<file path="config.mk">
export PLATFORM = sky130hd
export DESIGN_NAME = execute_mem_sb_drain_ctrl
export DESIGN_NICKNAME = d
export VERILOG_FILES = /design/src/rtl/execute_mem_sb_drain_ctrl.sv
export SDC_FILE = /design/constraint.sdc
export NUM_CORES = 1
export LEC_CHECK = 0
export CORE_ASPECT_RATIO = 0.5
export CORE_MARGIN = 8
export CORE_UTILIZATION = 40
export DETAILED_ROUTE_END_ITERATION = 8
export PLACE_DENSITY = 0.85
export SLEW_MARGIN = 30
export SYNTH_ARGS = -nofsm -noshare
export SYNTH_HDL_FRONTEND = slang
export SYNTH_SLANG_ARGS = --single-unit
</file>
<file path="constraint.sdc">
create_clock -name clk -period 6.3 [get_ports clk]
set_input_delay 0.63 -clock clk [delete_from_list [all_inputs] [get_ports clk]]
set_output_delay 0.63 -clock clk [all_outputs]
set_load 0.05 [all_outputs]
</file>
<file path="src/rtl/execute_mem_sb_drain_ctrl.sv">
// Store buffer drain sequencer: writes committed head entries to the dcache or the uncached bus.
// Optional macro EXECUTE_MEM_SB_DRAIN_STALL_CNT_EN adds the stall_cnt output.
module execute_mem_sb_drain_ctrl #(
   parameter int DEPTH = 6,
   parameter int CNT_W = 3
) (
   input  logic             clk,
   input  logic             reset,
   input  logic             commit_store,
   input  logic             sb_clear,
   input  logic             sb_valid,
   input  logic [31:0]      sb_addr,
   input  logic [3:0]       sb_strb,
   input  logic [31:0]      sb_data,
   input  logic             sb_uncached,
   output logic             sb_wec,
   output logic             dc_req,
   output logic [31:0]      dc_addr,
   output logic [3:0]       dc_strb,
   output logic [31:0]      dc_data,
   input  logic             dc_ready,
   output logic             uc_awvalid,
   input  logic             uc_awready,
   output logic [31:0]      uc_addr,
   output logic [3:0]       uc_wstrb,
   output logic [31:0]      uc_wdata,
   input  logic             uc_bvalid,
   output logic             uc_bready,
   input  logic [1:0]       uc_bresp,
   output logic             err_valid,
   output logic [CNT_W-1:0] pending_cnt,
   output logic             busy,
`ifdef EXECUTE_MEM_SB_DRAIN_STALL_CNT_EN
   output logic [31:0]      stall_cnt,
`endif
   output logic [2:0]       dbg_state
);

   typedef enum logic [2:0] {
      IDLE   = 3'd0,
      C_REQ  = 3'd1,
      U_REQ  = 3'd2,
      U_RESP = 3'd3,
      POP    = 3'd4
   } state_t;

   state_t      state_q, state_d;
   logic        discard_q;
   logic [31:0] addr_q;
   logic [3:0]  strb_q;
   logic [31:0] data_q;
   logic        start_drain;
   logic        cnt_full;
   logic        cnt_inc;
   logic        cnt_dec;

   // Handshakes: a transfer happens on a cycle where valid and ready are both high;
   // once raised, a valid (dc_req, uc_awvalid) keeps its payload stable until that cycle,
   // except dc_req, which the dcache allows to be withdrawn when the buffer is cleared.
   assign start_drain = (state_q == IDLE) && !sb_clear && (pending_cnt != '0) && sb_valid;
   assign cnt_full    = (pending_cnt == CNT_W'(DEPTH));
   assign cnt_dec     = (state_q == POP);
   assign cnt_inc     = commit_store && (!cnt_full || cnt_dec);

   always_comb begin
      state_d = state_q;
      case (state_q)
         IDLE: begin
            if (start_drain)
               state_d = sb_uncached ? U_REQ : C_REQ;
         end
         C_REQ: begin
            if (sb_clear)
               state_d = IDLE;
            else if (dc_ready)
               state_d = POP;
         end
         U_REQ: begin
            if (uc_awready)
               state_d = U_RESP;
         end
         U_RESP: begin
            // A store flushed while on the bus still finishes its transfer but is not popped.
            if (uc_bvalid)
               state_d = (discard_q || sb_clear) ? IDLE : POP;
         end
         POP:     state_d = IDLE;
         default: state_d = IDLE;
      endcase
   end

   always_ff @(posedge clk or posedge reset) begin
      if (reset) begin
         state_q   <= IDLE;
         discard_q <= 1'b0;
      end else begin
         state_q <= state_d;
         if (state_d == IDLE)
            discard_q <= 1'b0;
         else if (sb_clear && (state_q == U_REQ || state_q == U_RESP))
            discard_q <= 1'b1;
      end
   end

   always_ff @(posedge clk or posedge reset) begin
      if (reset) begin
         addr_q <= '0;
         strb_q <= '0;
         data_q <= '0;
      end else if (start_drain) begin
         addr_q <= sb_addr;
         strb_q <= sb_strb;
         data_q <= sb_data;
      end
   end

   always_ff @(posedge clk or posedge reset) begin
      if (reset)
         pending_cnt <= '0;
      else if (sb_clear)
         pending_cnt <= '0;
      else if (cnt_inc && !cnt_dec)
         pending_cnt <= pending_cnt + CNT_W'(1);
      else if (!cnt_inc && cnt_dec)
         pending_cnt <= pending_cnt - CNT_W'(1);
   end

   always_ff @(posedge clk or posedge reset) begin
      if (reset)
         err_valid <= 1'b0;
      else
         err_valid <= (state_q == U_RESP) && uc_bvalid && (uc_bresp != 2'b00);
   end

`ifdef EXECUTE_MEM_SB_DRAIN_STALL_CNT_EN
   logic stall_now;
   assign stall_now = ((state_q == C_REQ) && !dc_ready) ||
                      (state_q == U_REQ) || (state_q == U_RESP);

   always_ff @(posedge clk or posedge reset) begin
      if (reset)
         stall_cnt <= '0;
      else if (stall_now && (stall_cnt != 32'hFFFF_FFFF))
         stall_cnt <= stall_cnt + 32'd1;
   end
`endif

   assign sb_wec     = (state_q == POP);
   assign dc_req     = (state_q == C_REQ);
   assign uc_awvalid = (state_q == U_REQ);
   assign uc_bready  = (state_q == U_RESP);
   assign busy       = (state_q != IDLE);
   assign dbg_state  = state_q;

   assign dc_addr  = {addr_q[31:2], 2'b00};
   assign dc_strb  = strb_q;
   assign dc_data  = data_q;
   assign uc_addr  = addr_q;
   assign uc_wstrb = strb_q;
   assign uc_wdata = data_q;

`ifndef SYNTHESIS
   // The ROB must never commit more stores than the buffer holds.
   commit_at_full: assert property (@(posedge clk) disable iff (reset)
      !(commit_store && !sb_clear && cnt_full && !cnt_dec));
`endif

endmodule

</file>
# Word-level counts from Yosys, hierarchy flattened
# Index checks and enable logic that the tools add are counted.
# W data, S select, Z words.
[word_totals]
ff_bits = 76
latch_bits = 0
ram_bits = 0
rom_bits = 0
in_bits = 79
output_inout_bits = 148
wordCells = 50
mem_count = 0
[op_classes]
add_sub_neg = 2
mul = 0
div_mod_pow = 0
n_lt_le_gt_ge = 0
eq_ne = 5
shifts = 0
mux = 13
n_bitwise = 0
reduce_logical = 23
[op_table]
columns = ["operator", "count"]
rows = [
  ["$mux W3", 9],
  ["$pmux W3 S4", 1],
  ["$logic_and A1 B1 Y1", 9],
  ["$reduce_bool A3 Y1", 3],
  ["$eq A3 B2 Y1 const B", 2],
  ["$eq A3 B3 Y1 const B", 2],
  ["$logic_not A3 Y1", 2],
  ["$logic_not A1 Y1", 4],
  ["$reduce_bool A2 Y1", 2],
  ["$add A3 B1 Y3 const B", 1],
  ["$eq A3 B1 Y1 const B", 1],
  ["$logic_or A1 B1 Y1", 3],
  ["$sub A3 B1 Y3 const B", 1],
  ["$mux W1", 2],
  ["$mux W2", 1],
]

# Longest topological paths before layout
[depth]
depth_word = 9
mapped_depth = 7

# Worst setup path before layout
# Ideal clock, no wire load.
[synth_path]
path_kind = "register to register"
start = "reg state_q[0], in the netlist dbg_state[0]"
end = "reg data_q[0], in the netlist dc_data[0]"
setup_ns = 0.125
arrival_time_ns = 2.202
required_time_ns = 6.175
slack_ns = 3.973
path_stages_with_launch = 5
path_buffers = 1
period_less_slack_ns = 2.327
path_cell_list = "dfrtp_1 or3_4 nor4b_4 buf_6 mux2_2"
[synth_between]
elab_chain_len = 4
[synth_rtl]
columns = ["item", "line_no", "source"]
rows = [
  ["start, declared", "47", "state_t state_q, state_d;"],
  ["start signal, assigned", "97", "state_q <= state_d;"],
  ["$logic_not A3 Y1", "60", "assign start_drain = (state_q == IDLE) && !sb_clear && (pending_cnt != '0) && sb_valid;"],
  ["$logic_and A1 B1 Y1 (3 in series)", "60", ""],
  ["end signal, assigned", "113", "data_q <= sb_data;"],
  ["end, declared", "51", "logic [31:0] data_q;"],
]
# Every way passes these cells.
# A chain may end at the register's enable or synchronous reset.

# Worst setup path after layout
[layout_path]
start = "reg state_q[0], in the netlist dbg_state[0]"
end = "out sb_wec"
[layout_between]
elab_chain_len = 1
[layout_rtl]
columns = ["item", "line_no", "source"]
rows = [
  ["$eq A3 B3 Y1", "148", "assign sb_wec = (state_q == POP);"],
  ["end, declared", "16", "output logic sb_wec,"],
]
# Every way passes these cells.

==> reports/summary.txt <==
Synth Area per Inst: 13.61 um^2
Tmin final: 2818 ps
type of the most critical hold path: flip-flop to flip-flop
Bufs on Longest Clock Path: 2
CORE AREA: 8708 um^2
Overall Global Routing Usage: 0.1683
Layout fillers: 676
CTS resizes: 0
hold path endpoint: uc_addr[1]
Sink Count: 76
leading post-synthesis cells by cell area: dfrtp_1 53%, mux2_2 19%, buf_4 14%
synth unique cells: 31
Worst setup EP type: primary output
layout cell share with drive strength beyond 1: 0.2079
vias: 2481
Max Freq: 354.8 MHz
fin. max-slew vios: 0
setup bufs post-CTS: 0
Startpoint Class: flip-flop
clk root buf: clkbuf_16
status: finished clean
Syn Inst Count: 264
DRT iter0 DRCs: 55
clock-pin slew on the worst setup and hold paths: 50 ps
fin crit share: 0.4473
antenna-violating nets left: 0
max cap viols: 0
headroom to the max-slew limit: 0.5338
WL/cell: 19.26 um
Final Hold Viols: 0
setup tns final: 0 ps
Setup CP Type: flip-flop to primary output
total wire length: 10590 um
register bit total from synthesis: 76
Die Wd: 150.0 um
Worst Reg-to-Reg Cells: 7
YS warnings: 0
largest net degree at the start of global routing: 77
vias in the first global route: 2647
Mapped Area: 3593 um^2
Critical Path Start: dbg_state[0]
Worst Tran Pin Value: 689.6 ps
antenna cells: 0
hpwl dp: 8406 um
initial antenna violation count: 0
CTS buffer count: 9
share of the synthesized area in the top cell type: 0.5292
starting density of the core: 0.4126
HP Start: uc_addr[1]
hold path depth: 1
TritonCTS clock tree: done
Clock Latency Late Sink: 330 ps
nets: 508
clock skew: 2.116 ps
Rows: 24
FF-to-FF setup slack: 4090 ps
die height: 83.02 um
DRC Markers: 0
DIE AREA: 12460 um^2
GPL Wtd Cong: 0.7925
Worst Path Required: 5670 ps
first-pass GRT wire length: 16100 um
FF-to-FF End: pending_cnt[2]
Final Setup Violations: 0
via density per instance: 4.511
post-synthesis sequential area ratio: 0.5292
GRT overflow: 0
drt first pass iters: 4
CP Data Arrival Time: 2190 ps
PortBufs: 224
H-tree depth: 3
Post-CTS Hold Fix Bufs: 0
Reg-to-Reg Start: dbg_state[0]
Ports: 227
Crit Path Max Fanout: 8
Layout area overhead: 59.30%
post-synth top area cell: dfrtp_1
RSZ-0062 raised after global routing: false
[sequential cells by signal (all words and copies together), names as in the netlist]
name,flops
err_valid,1
uc_addr,32
dbg_state,3
pending_cnt,3
dc_strb,4
dc_data,32
discard_q,1
[area by class of cell]
cell class,count,area (um^2),area share
tap,117,146.4,0.02557
clock buffer,16,301.5,0.05268
multi-input combinational,106,1076,0.1880
inverter,8,30.03,0.005246
sequential,76,1902,0.3322
timing repair buffer,227,2268,0.3963
[cell families after synthesis]
kind of cell    count (synthesis)  synth area share
buf+inv                        83            0.1724
flops                          76            0.5292
mux                            68            0.2215
simple gates                   20           0.04005
compound gates                 15           0.03029
fa+ha+maj                       1          0.005571
other cells                     1          0.001044
[metal layers]
metal | vias to the layer above | global-route usage | share of wire
met1 | 1236 | 0.1648 | 0.35
met5 | - | 0 | 0
met4 | 0 | 0.05315 | 0.018
met2 | 67 | 0.3358 | 0.59
li1 | 1159 | - | -
met3 | 19 | 0.04221 | 0.041
[how the worst max path moves through the flow]
stage	end	slack, ps
6_report	sb_wec	3480
5_1_grt	sb_wec	3400
4_1_cts	sb_wec	3460
3_5_place_dp	dc_data[3]	3780
3_3_place_gp	dc_data[23]	3810
2_1_floorplan	dbg_state[0]	3730
[synth_stat cells, drive strengths merged]
library cell,n
a21o,3
a21oi,3
and3b,1
buf,75
conb,1
dfrtp,76
fa,1
inv,8
mux2,68
nand2,2
nand2b,1
nand3,1
nor2,3
nor3,4
nor3b,1
nor4b,2
o2111ai,1
o211a,1
o21ai,3
o21bai,1
o311a,1
o311ai,1
o41a,1
or2b,1
or3,1
or3b,1
or4,1
or4b,1
[stage by stage]
stage	instance area, um^2	utilization	worst slack [ps]	instances	hold WS [ps]
after floorplan	3597	-	3732	265	558.7
after global placement	5419	0.6223	3806	534	491.2
after detailed placement	5419	0.6223	3785	534	498.0
after CTS	5720	0.6569	3460	550	510.1
after global routing	5724	0.6573	3401	550	531.3
final	5724	0.6573	3482	550	505.5
[placed cells by master (no fill, tap or decap), drive strengths merged]
| cell type | count |
|---|---|
| conb | 2 |
| and3b | 1 |
| inv | 8 |
| fa | 1 |
| o2111ai | 1 |
| o41a | 1 |
| buf | 3 |
| nor3b | 1 |
| mux2 | 68 |
| or3b | 1 |
| or2b | 1 |
| a21oi | 3 |
| clkbuf | 16 |
| nor2 | 3 |
| o21ai | 3 |
| clkdlybuf4s50 | 224 |
| or4 | 1 |
| o21bai | 1 |
| o211a | 1 |
| nor4b | 2 |
| nor3 | 4 |
| a21o | 3 |
| nand2 | 2 |
| o311ai | 1 |
| or4b | 1 |
| o311a | 1 |
| or3 | 1 |
| dfrtp | 76 |
| nand2b | 1 |
| nand3 | 1 |
[worst max-delay path, stage by stage (launching register included)]
cell             delay [ps]
dfrtp_1                 450
or3b_2                  540
inv_1                    70
clkdlybuf4s50_1         800
Power is not shown: default switching activity piles up to over one toggle a cycle in this logic, so the estimate is an artifact.
